`config.mk`:
```
export PLATFORM = sky130hd
export DESIGN_NAME = sar_seq_ctrl_flat
export DESIGN_NICKNAME = d
export VERILOG_FILES = /design/src/rtl/sar_seq_ctrl_if.sv /design/src/rtl/sar_seq_ctrl.sv /design/src/flat_wrapper.sv
export SDC_FILE = /design/constraint.sdc
export NUM_CORES = 1
export LEC_CHECK = 0
export ABC_AREA = 1
export CAP_MARGIN = 20
export CORE_AREA = 8 8 70 72
export CTS_CLUSTER_DIAMETER = 40
export CTS_CLUSTER_SIZE = 10
export DETAILED_ROUTE_END_ITERATION = 10
export DIE_AREA = 0 0 78 80
export PLACE_DENSITY_LB_ADDON = 0.3
export RECOVER_POWER = 100
export SLEW_MARGIN = 20
export SYNTH_ARGS = -nofsm -noshare
export SYNTH_HDL_FRONTEND = slang
export SYNTH_SLANG_ARGS = --single-unit
```
`constraint.sdc`:
```
create_clock -name Clock -period 1.45 [get_ports Clock]
set_input_delay 0.29 -clock Clock [delete_from_list [all_inputs] [get_ports Clock]]
set_output_delay 0.29 -clock Clock [all_outputs]
set_load 0.02 [all_outputs]
```
`src/rtl/sar_seq_ctrl_if.sv`:
```
`default_nettype none
// ============================================================================
// Module      : sar_seq_ctrl_if
// Description : Bundle of the SAR sequencer control/data signals.
//               master modport : host/analog front-end side (drives requests
//                                and the comparator result)
//               slave modport  : sequencer side (sar_seq_ctrl)
//   Start   - request a conversion (or a scan when Scan=1)
//   Scan    - 1: convert channels 0..CH-1, 0: convert ChSel only
//   ChSel   - channel for single mode
//   Abort   - cancel any activity
//   Compare - comparator result, 1 = analog input >= DacCode
//   SampleEn- track/hold switch enable
//   ChAddr  - analog mux select
//   DacCode - trial code to the DAC
//   Busy    - sequencer not idle
//   Valid   - one-cycle result strobe
//   DataOut - last completed result
//   ChOut   - channel of DataOut
// Revision    : 1.0 - initial release
// ============================================================================
interface sar_seq_ctrl_if #(
  parameter int DATA = 8,
  parameter int CHW  = 2
);
  logic            Start;
  logic            Scan;
  logic [CHW-1:0]  ChSel;
  logic            Abort;
  logic            Compare;
  logic            SampleEn;
  logic [CHW-1:0]  ChAddr;
  logic [DATA-1:0] DacCode;
  logic            Busy;
  logic            Valid;
  logic [DATA-1:0] DataOut;
  logic [CHW-1:0]  ChOut;

  modport master (
    output Start, Scan, ChSel, Abort, Compare,
    input  SampleEn, ChAddr, DacCode, Busy, Valid, DataOut, ChOut
  );

  modport slave (
    input  Start, Scan, ChSel, Abort, Compare,
    output SampleEn, ChAddr, DacCode, Busy, Valid, DataOut, ChOut
  );
endinterface
`default_nettype wire

```
`src/rtl/sar_seq_ctrl.sv`:
```
`default_nettype none
// ============================================================================
// Module      : sar_seq_ctrl
// Description : Successive-approximation ADC sequencer. Samples a channel for
//               SAMPLE_CYC cycles, runs DATA binary-search trials against the
//               comparator, then strobes the result. Optionally scans all
//               channels back to back.
//   Clock  - rising-edge clock
//   Reset  - asynchronous, active-high reset
//   bus    - sar_seq_ctrl_if.slave (request, comparator and result signals)
// Revision    : 1.0 - initial release
// ============================================================================
module sar_seq_ctrl #(
  parameter int DATA       = 8,
  parameter int CH         = 4,
  parameter int CHW        = 2,
  parameter int SAMPLE_CYC = 2
) (
  input  logic               Clock,
  input  logic               Reset,
  sar_seq_ctrl_if.slave      bus
);

  localparam logic [1:0] S_IDLE    = 2'd0;
  localparam logic [1:0] S_SAMPLE  = 2'd1;
  localparam logic [1:0] S_CONVERT = 2'd2;
  localparam logic [1:0] S_DONE    = 2'd3;

  localparam int              CNTW        = (SAMPLE_CYC > 1) ? $clog2(SAMPLE_CYC) : 1;
  localparam logic [CNTW-1:0] SAMPLE_LAST = CNTW'(SAMPLE_CYC - 1);
  localparam logic [CHW-1:0]  CH_LAST     = CHW'(CH - 1);
  localparam logic [CHW-1:0]  CH_ONE      = CHW'(1);
  localparam logic [DATA-1:0] TRIAL_MSB   = {1'b1, {(DATA-1){1'b0}}};

  logic [1:0]      state_q,   state_d;
  logic            scan_q,    scan_d;
  logic [CHW-1:0]  chaddr_q,  chaddr_d;
  logic [CNTW-1:0] cnt_q,     cnt_d;
  logic [DATA-1:0] result_q,  result_d;
  logic [DATA-1:0] trial_q,   trial_d;
  logic [DATA-1:0] dataout_q, dataout_d;
  logic [CHW-1:0]  chout_q,   chout_d;

  logic [CHW-1:0]  w_sel_clamped;
  logic [DATA-1:0] w_result_upd;
  logic            w_scan_more;

  // Out-of-range single-mode selects land on the last real channel.
  assign w_sel_clamped = (bus.ChSel > CH_LAST) ? CH_LAST : bus.ChSel;
  // Result with the current trial bit kept when the comparator says input >= code.
  assign w_result_upd  = result_q | (bus.Compare ? trial_q : '0);
  assign w_scan_more   = scan_q && (chaddr_q != CH_LAST);

  // --------------------------------------------------------------------------
  // State register
  // --------------------------------------------------------------------------
  always_ff @(posedge Clock or posedge Reset) begin
    if (Reset) begin
      state_q <= S_IDLE;
    end else begin
      state_q <= state_d;
    end
  end

  // --------------------------------------------------------------------------
  // Next-state logic
  // --------------------------------------------------------------------------
  always_comb begin
    state_d = state_q;
    case (state_q)
      S_IDLE: begin
        if (bus.Start && !bus.Abort) state_d = S_SAMPLE;
      end
      S_SAMPLE: begin
        if (bus.Abort)                 state_d = S_IDLE;
        else if (cnt_q == SAMPLE_LAST) state_d = S_CONVERT;
      end
      S_CONVERT: begin
        // trial_q[0] marks the LSB trial, i.e. the last CONVERT cycle.
        if (bus.Abort)       state_d = S_IDLE;
        else if (trial_q[0]) state_d = S_DONE;
      end
      S_DONE: begin
        if (bus.Abort)        state_d = S_IDLE;
        else if (w_scan_more) state_d = S_SAMPLE;
        else                  state_d = S_IDLE;
      end
      default: state_d = S_IDLE;
    endcase
  end

  // --------------------------------------------------------------------------
  // Datapath next values
  // --------------------------------------------------------------------------
  always_comb begin
    scan_d    = scan_q;
    chaddr_d  = chaddr_q;
    cnt_d     = cnt_q;
    result_d  = result_q;
    trial_d   = trial_q;
    dataout_d = dataout_q;
    chout_d   = chout_q;

    if (state_q != S_IDLE && bus.Abort) begin
      // Partial progress is dropped; published result stays untouched.
      cnt_d    = '0;
      result_d = '0;
      trial_d  = '0;
    end else begin
      case (state_q)
        S_IDLE: begin
          if (bus.Start && !bus.Abort) begin
            scan_d   = bus.Scan;
            chaddr_d = bus.Scan ? '0 : w_sel_clamped;
            cnt_d    = '0;
          end
        end
        S_SAMPLE: begin
          if (cnt_q == SAMPLE_LAST) begin
            cnt_d    = '0;
            result_d = '0;
            trial_d  = TRIAL_MSB;
          end else begin
            cnt_d = cnt_q + 1'b1;
          end
        end
        S_CONVERT: begin
          result_d = w_result_upd;
          trial_d  = trial_q >> 1;
          if (trial_q[0]) begin
            // Publish on the edge that enters DONE so Valid and data align.
            dataout_d = w_result_upd;
            chout_d   = chaddr_q;
          end
        end
        S_DONE: begin
          if (w_scan_more) begin
            chaddr_d = chaddr_q + CH_ONE;
            cnt_d    = '0;
          end
        end
        default: ;
      endcase
    end
  end

  always_ff @(posedge Clock or posedge Reset) begin
    if (Reset) begin
      scan_q    <= 1'b0;
      chaddr_q  <= '0;
      cnt_q     <= '0;
      result_q  <= '0;
      trial_q   <= '0;
      dataout_q <= '0;
      chout_q   <= '0;
    end else begin
      scan_q    <= scan_d;
      chaddr_q  <= chaddr_d;
      cnt_q     <= cnt_d;
      result_q  <= result_d;
      trial_q   <= trial_d;
      dataout_q <= dataout_d;
      chout_q   <= chout_d;
    end
  end

  // --------------------------------------------------------------------------
  // Outputs
  // --------------------------------------------------------------------------
  always_comb begin
    bus.SampleEn = (state_q == S_SAMPLE);
    bus.Busy     = (state_q != S_IDLE);
    bus.Valid    = (state_q == S_DONE);
    bus.DacCode  = (state_q == S_CONVERT) ? (result_q | trial_q) : '0;
    bus.ChAddr   = chaddr_q;
    bus.DataOut  = dataout_q;
    bus.ChOut    = chout_q;
  end

endmodule
`default_nettype wire

```
`src/flat_wrapper.sv`:
```
// flat-port wrapper written by rule: the top's interface ports become plain ports
module sar_seq_ctrl_flat 
#(
  parameter int DATA       = 8,
  parameter int CH         = 4,
  parameter int CHW        = 2,
  parameter int SAMPLE_CYC = 2
)
  (Clock, Reset, bus_Start, bus_Scan, bus_ChSel, bus_Abort, bus_Compare, bus_SampleEn, bus_ChAddr, bus_DacCode, bus_Busy, bus_Valid, bus_DataOut, bus_ChOut);
  sar_seq_ctrl_if #(.DATA(DATA), .CHW(CHW)) bus_i ();
  input  logic Clock;
  input  logic Reset;
  input wire logic [$bits(bus_i.Start)-1:0] bus_Start;
  input wire logic [$bits(bus_i.Scan)-1:0] bus_Scan;
  input wire logic [$bits(bus_i.ChSel)-1:0] bus_ChSel;
  input wire logic [$bits(bus_i.Abort)-1:0] bus_Abort;
  input wire logic [$bits(bus_i.Compare)-1:0] bus_Compare;
  output wire logic [$bits(bus_i.SampleEn)-1:0] bus_SampleEn;
  output wire logic [$bits(bus_i.ChAddr)-1:0] bus_ChAddr;
  output wire logic [$bits(bus_i.DacCode)-1:0] bus_DacCode;
  output wire logic [$bits(bus_i.Busy)-1:0] bus_Busy;
  output wire logic [$bits(bus_i.Valid)-1:0] bus_Valid;
  output wire logic [$bits(bus_i.DataOut)-1:0] bus_DataOut;
  output wire logic [$bits(bus_i.ChOut)-1:0] bus_ChOut;
  assign bus_i.Start = bus_Start;
  assign bus_i.Scan = bus_Scan;
  assign bus_i.ChSel = bus_ChSel;
  assign bus_i.Abort = bus_Abort;
  assign bus_i.Compare = bus_Compare;
  assign bus_SampleEn = bus_i.SampleEn;
  assign bus_ChAddr = bus_i.ChAddr;
  assign bus_DacCode = bus_i.DacCode;
  assign bus_Busy = bus_i.Busy;
  assign bus_Valid = bus_i.Valid;
  assign bus_DataOut = bus_i.DataOut;
  assign bus_ChOut = bus_i.ChOut;
  sar_seq_ctrl #(.DATA(DATA), .CH(CH), .CHW(CHW), .SAMPLE_CYC(SAMPLE_CYC)) u_core (.Clock(Clock), .Reset(Reset), .bus(bus_i));
endmodule
```
Yosys cells after proc, flatten, opt, wreduce, memory -nomap -nowiden
Cells that the tools add are included.
{ "totals": {"out_inout_bits": 23, "regBits": 32, "wordCells": 66, "memories": 0, "rom_bits": 0, "latch_bits": 0, "mem_bits_rw": 0} }
{ "op_classes": {"n_reduce_logical": 15, "shift": 0, "multipliers": 0, "muxes": 26, "n_div": 0, "n_eq_ne": 11, "order_cmp": 1, "addsub": 2, "bitwise": 3} }
{ "ops": {"columns": ["operator", "count"], "rows": [
  ["8-bit 2-to-1 mux", 6],
  ["8-bit case mux with 2 select lines", 2],
  ["2-bit 2-to-1 mux", 10],
  ["8-bit OR", 2],
  ["3-bit AND reduction", 4],
  ["3-bit by 1-bit != test with 1-bit output, second input constant", 3],
  ["2-bit case mux with 4 select lines", 1],
  ["3-bit by 2-bit != test with 1-bit output, second input constant", 2],
  ["1-bit 2-to-1 mux", 5],
  ["2-bit == test, second input constant", 2],
  ["2-bit by 1-bit != test with 1-bit output, second input constant", 2],
  ["2-bit case mux with 2 select lines", 1],
  ["4-bit AND reduction", 1],
  ["2-bit nonzero test", 2],
  ["4-bit nonzero test", 1],
  ["1-bit logical AND", 3],
  ["1-bit case mux with 3 select lines", 1],
  ["3-bit nonzero test", 1],
  ["2-bit by 1-bit adder with 2-bit output, second input constant", 1],
  ["2-bit by 1-bit == test with 1-bit output, second input constant", 1],
  ["2-bit greater-than comparator, second input constant", 1],
  ["2-bit zero test", 1],
  ["2-bit != test, second input constant", 1],
  ["2-bit AND reduction", 1],
  ["3 further kinds", 3]
]} }

Depth between registers and ports, before layout
{ "logic_depth": {"depth_word": 5, "mapped_depth": 10, "mapped_depth_nobuf": 9} }

Worst setup path after synthesis
No wires, ideal clock.
{ "synth_path": {"kind": "register to output", "startpoint": "register u_core.state_q[0]", "endpoint": "output port bus_DacCode[1]", "path_buffers": 0, "t_arrival_ns": 1.280, "path_slack_ns": -0.120, "stages_incl_launch_ff": 5, "path_cell_list": "dfrtp_1 inv_1 ha_1 inv_1 a21oi_1"} }
{ "synth_between": {"elab_chain_cells": 2} }
{ "synth_rtl": {"columns": ["item", "line_no", "text"], "rows": [
  ["from (decl)", "sar_seq_ctrl.sv:35", "logic [1:0] state_q, state_d;"],
  ["from (signal assigned)", "sar_seq_ctrl.sv:61", "state_q <= state_d;"],
  ["2-bit == test", "sar_seq_ctrl.sv:174", "bus.DacCode = (state_q == S_CONVERT) ? (result_q | trial_q) : '0;"],
  ["8-bit 2-to-1 mux", "sar_seq_ctrl.sv:174", null],
  ["to (decl)", "flat_wrapper.sv:20", "output wire logic [$bits(bus_i.DacCode)-1:0] bus_DacCode;"]
]} }
No other way between the ends.

Worst setup path after layout
{ "layout_path": {"startpoint": "register u_core.state_q[1]", "endpoint": "output port bus_DacCode[1]"} }
Same word-level chain as after synthesis.

==> reports/summary.log <==
INFO  cells_and_area post_route_cells_drive_above_1_share=0.483
INFO  global_route   grt_pass1_vias=1652
INFO  setup_path     critPathArrivalTime=1.37ns
INFO  synth          postSynthNetCount=237
INFO  global_route   largest_net_degree_at_the_start_of_global_routing=33
INFO  setup_path     critical_path.max_fanout=8
INFO  sta            tightestPinTransition=0.799ns
INFO  routing        highest-signal-layer=met4
INFO  cells_and_area final_net_count=313
INFO  power_and_ir_drop powerDensity=1630nW/um^2
INFO  synth          postSynthAreaPerCell=7.69um^2
INFO  routing        first_pass_iters=5
INFO  clock_network  path_clk_slew=0.07ns
INFO  setup_path     sort_of_element_at_the_start_of_the_critical_path=flop
INFO  power_and_ir_drop seq_power_share=0.211
INFO  setup_path     end_kind=primary output
INFO  routing        dr.first_iter.drc_count=200
INFO  min_path       classification_of_the_worst_slack_hold_path=reg -> reg
INFO  floorplan      die_ar=6240um^2
INFO  cells_and_area syn_to_final_growth=79.4%
INFO  sta            rsz_0062_raised_after_global_routing=true
INFO  routing        wl_met2=3160um
INFO  sta            final_critical_path_share_of_the_clock_period=1.15
INFO  min_path       min_delay_worst_endpoint=u_core.bus.DataOut[2]
INFO  sta            timing.final.setup_violations=42
INFO  sta            timing.max_slew.rel_slack=0.467
INFO  min_path       hold_path.startpoint=u_core.bus.DataOut[2]
INFO  global_route   grt_usage=0.157
INFO  setup_path     timing.critical_path.required=1.16ns
INFO  floorplan      die_ht=80um
INFO  routing        detailroute.via_count=1851
INFO  floorplan      die_x=78um
INFO  floorplan      floorplan.io_pins=31
INFO  setup_path     r2r_cells=11
INFO  global_route   grt_pass1_wl=7800um
INFO  synth          synth_top_cell_by_area=sky130_fd_sc_hd__dfrtp_1
INFO  clock_network  h-tree-depth=2
INFO  routing        drt_drc_violations_left=0
INFO  run            timing.max_cap.violations=0
INFO  routing        drt.antenna.violating_nets=0
INFO  routing        met3_routed_length=360um
INFO  placement      weighted_congestion_at_the_end_of_routability_driven_global_placement=0.853
INFO  power_and_ir_drop post-layout-total-power=5.01mW
INFO  routing        vias_per_cell=5.29
INFO  cells_and_area layout.cells.most_common_list=50 x sky130_fd_sc_hd__nand2_1, 32 x sky130_fd_sc_hd__dfrtp_1, 25 x sky130_fd_sc_hd__buf_6, 24 x sky130_fd_sc_hd__inv_1, 21 x sky130_fd_sc_hd__buf_4
INFO  synth          count_of_different_cell_masters_after_synthesis=20
INFO  placement      detail_placement_hpwl=2900um
INFO  sta            final_hold_viol_count=0
INFO  routing        wl_met1=2480um
INFO  sta            clock_skew_after_layout=0.0119ns
INFO  power_and_ir_drop p_leak=1.55nW
INFO  sta            slew_violations=0
INFO  routing        routed_wire_length_per_instance=17.5um
INFO  routing        drt_wl_total=6140um
INFO  clock_network  cts_root_buffer=sky130_fd_sc_hd__clkbuf_8
INFO  sta            post-route-worst-setup-slack=-0.214ns
INFO  cells_and_area fill_cells=219
INFO  sta            fin_hold_ws=0.476ns
INFO  setup_path     worst_flop_to_flop_path_startpoint=u_core.state_q[1]
INFO  placement      io_buf_count=30
INFO  clock_network  cts.hold.buffers_added=0
INFO  clock_network  tritoncts=done
INFO  clock_network  cts_buffer_count=5
INFO  cells_and_area post-route-util=0.798
INFO  clock_network  numClockSinks=32
INFO  synth          yosys_register_bits=32
INFO  run_status     violations=negative setup slack
INFO  global_route   global_route.overflow_total=0
INFO  min_path       hold_critical_path_depth=2
INFO  clock_network  insertion_delay=0.29ns
INFO  power_and_ir_drop power_switching_share=0.404
INFO  synth          synth_sequential_area_ratio=0.467
INFO  floorplan      placement_rows=23
INFO  floorplan      core-area=3860um^2
INFO  power_and_ir_drop cell_int_power=2.99mW
INFO  setup_path     r2r-end=u_core.bus.DataOut[6]
INFO  cells_and_area layout_commonest_cell=sky130_fd_sc_hd__nand2_1
INFO  power_and_ir_drop p_switching=2.03mW
INFO  power_and_ir_drop max-vdd-ir-drop=1.77mV
INFO  cells_and_area antenna_cells=0
INFO  sta            maxClockFrequency=0.601GHz
INFO  power_and_ir_drop power_frac_comb=0.619
INFO  power_and_ir_drop power_frac_clock=0.170
INFO  sta            finalCriticalPeriod=1.66ns
INFO  setup_path     criticalPathCategory=reg -> out
INFO  floorplan      initial_core_util=0.445
INFO  synth          synthesis.yosys.warnings=0
INFO  global_route   antenna_found_initial=0
INFO  setup_path     ff2ff_setup_slack=-0.18ns
INFO  synth          netlist_top_cells_area=sky130_fd_sc_hd__dfrtp_1 47%, sky130_fd_sc_hd__nand2_1 19%, sky130_fd_sc_hd__inv_1 6.6%, sky130_fd_sc_hd__ha_1 4.4%, sky130_fd_sc_hd__o21ai_0 3.8%
INFO  synth          postSynthCellCount=223
INFO  synth          netlist_area=1710um^2
INFO  run_status     run_status=finished, violations left
INFO  clock_network  cts.path.max_buffers=2
INFO  synth          yosys_top_cell_area_share=0.467
-- routing by layer --
layer,global-route usage,up-vias
met5,0,-
met4,0.0722,0
met3,0.0383,14
met2,0.261,70
met1,0.187,916
li1,-,851
-- power by group through the flow --
stage | Combinational (mW) | Clock (mW) | Sequential (mW)
after floorplan | 0.881 | 0 | 1.08
after global placement | 1.43 | 0 | 1.06
after detailed placement | 1.45 | 0 | 1.06
after CTS | 2.03 | 0.849 | 1.04
after global routing | 3.24 | 0.906 | 1.07
final | 3.10 | 0.852 | 1.06
-- synthesized netlist by cell type, drive strengths merged --
cell / count
a21oi: 9
inv: 32
clkinv: 1
dfrtp: 32
ha: 6
o211ai: 1
o21ai: 26
buf: 5
nand4: 3
nor2: 9
nand3: 12
nand2: 87
-- sequential cells by signal, indices dropped and copies added, names as in the netlist --
| name | count |
|---|---|
| u_core.state_q | 2 |
| u_core.trial_q | 8 |
| u_core.bus.ChOut | 2 |
| u_core.bus.DataOut | 8 |
| u_core.result_q | 8 |
| u_core.cnt_q | 1 |
| u_core.scan_q | 1 |
| u_core.bus.ChAddr | 2 |
-- stage by stage --
step / setup TNS, ns / worst slack (ns) / cell area [um^2] / instances
floorplan: -0.107 / -0.0134 / 1790 / 223
global placement: -6.16 / -0.326 / 2350 / 325
detailed placement: -7.11 / -0.344 / 2350 / 325
CTS: -2.23 / -0.137 / 2620 / 339
global route: -6.29 / -0.228 / 3080 / 350
finish: -5.06 / -0.214 / 3080 / 350
-- critical path, stage by stage (launching register included) --
cell,delay (ns)
sky130_fd_sc_hd__dfrtp_1,0.41
sky130_fd_sc_hd__buf_4,0.16
sky130_fd_sc_hd__ha_4,0.17
sky130_fd_sc_hd__inv_8,0.12
sky130_fd_sc_hd__a21oi_2,0.05
sky130_fd_sc_hd__buf_4,0.16
-- cell families after synthesis --
family | share of synthesized area
and+or+nand+nor | 0.277
buffers and inverters | 0.101
DFF | 0.467
AOI/OAI and AO/OA | 0.111
adders and majority gates | 0.0438
-- how the worst max path moves through the flow --
| stage | endpoint | slack, ns | startpoint | cells after the start |
|---|---|---|---|---|
| finish | bus_DacCode[1] | -0.21 | u_core.state_q[1] | 5 |
| global route | bus_DacCode[1] | -0.23 | u_core.state_q[1] | 5 |
| CTS | bus_DacCode[1] | -0.14 | u_core.state_q[1] | 5 |
| detailed placement | bus_DacCode[0] | -0.34 | u_core.state_q[0] | 5 |
| global placement | bus_DacCode[0] | -0.33 | u_core.state_q[0] | 5 |
| floorplan | u_core.bus.ChOut[1] | -0.01 | u_core.state_q[1] | 10 |
-- final cells by class --
cell class              count  area, um^2  share of cell area
clock buffers               6        72.6              0.0236
clock inverters             2        35.0              0.0114
inverters                  33         161              0.0525
multi-input cells         153        1170               0.381
flip-flops and latches     32         801               0.260
well taps                  50        62.6              0.0203
repair buffers             73         764               0.249
repair inverters            1        6.26             0.00203
-- what timing repair did --
action | CTS | global route
pin swaps | 5 | 22
endpoints found under the setup margin | 52 | 42
buffers inserted | 4 | 12
gates cloned | 2 | 2
gates resized for setup | 97 | 109
Power figures use the tool's default switching activity.
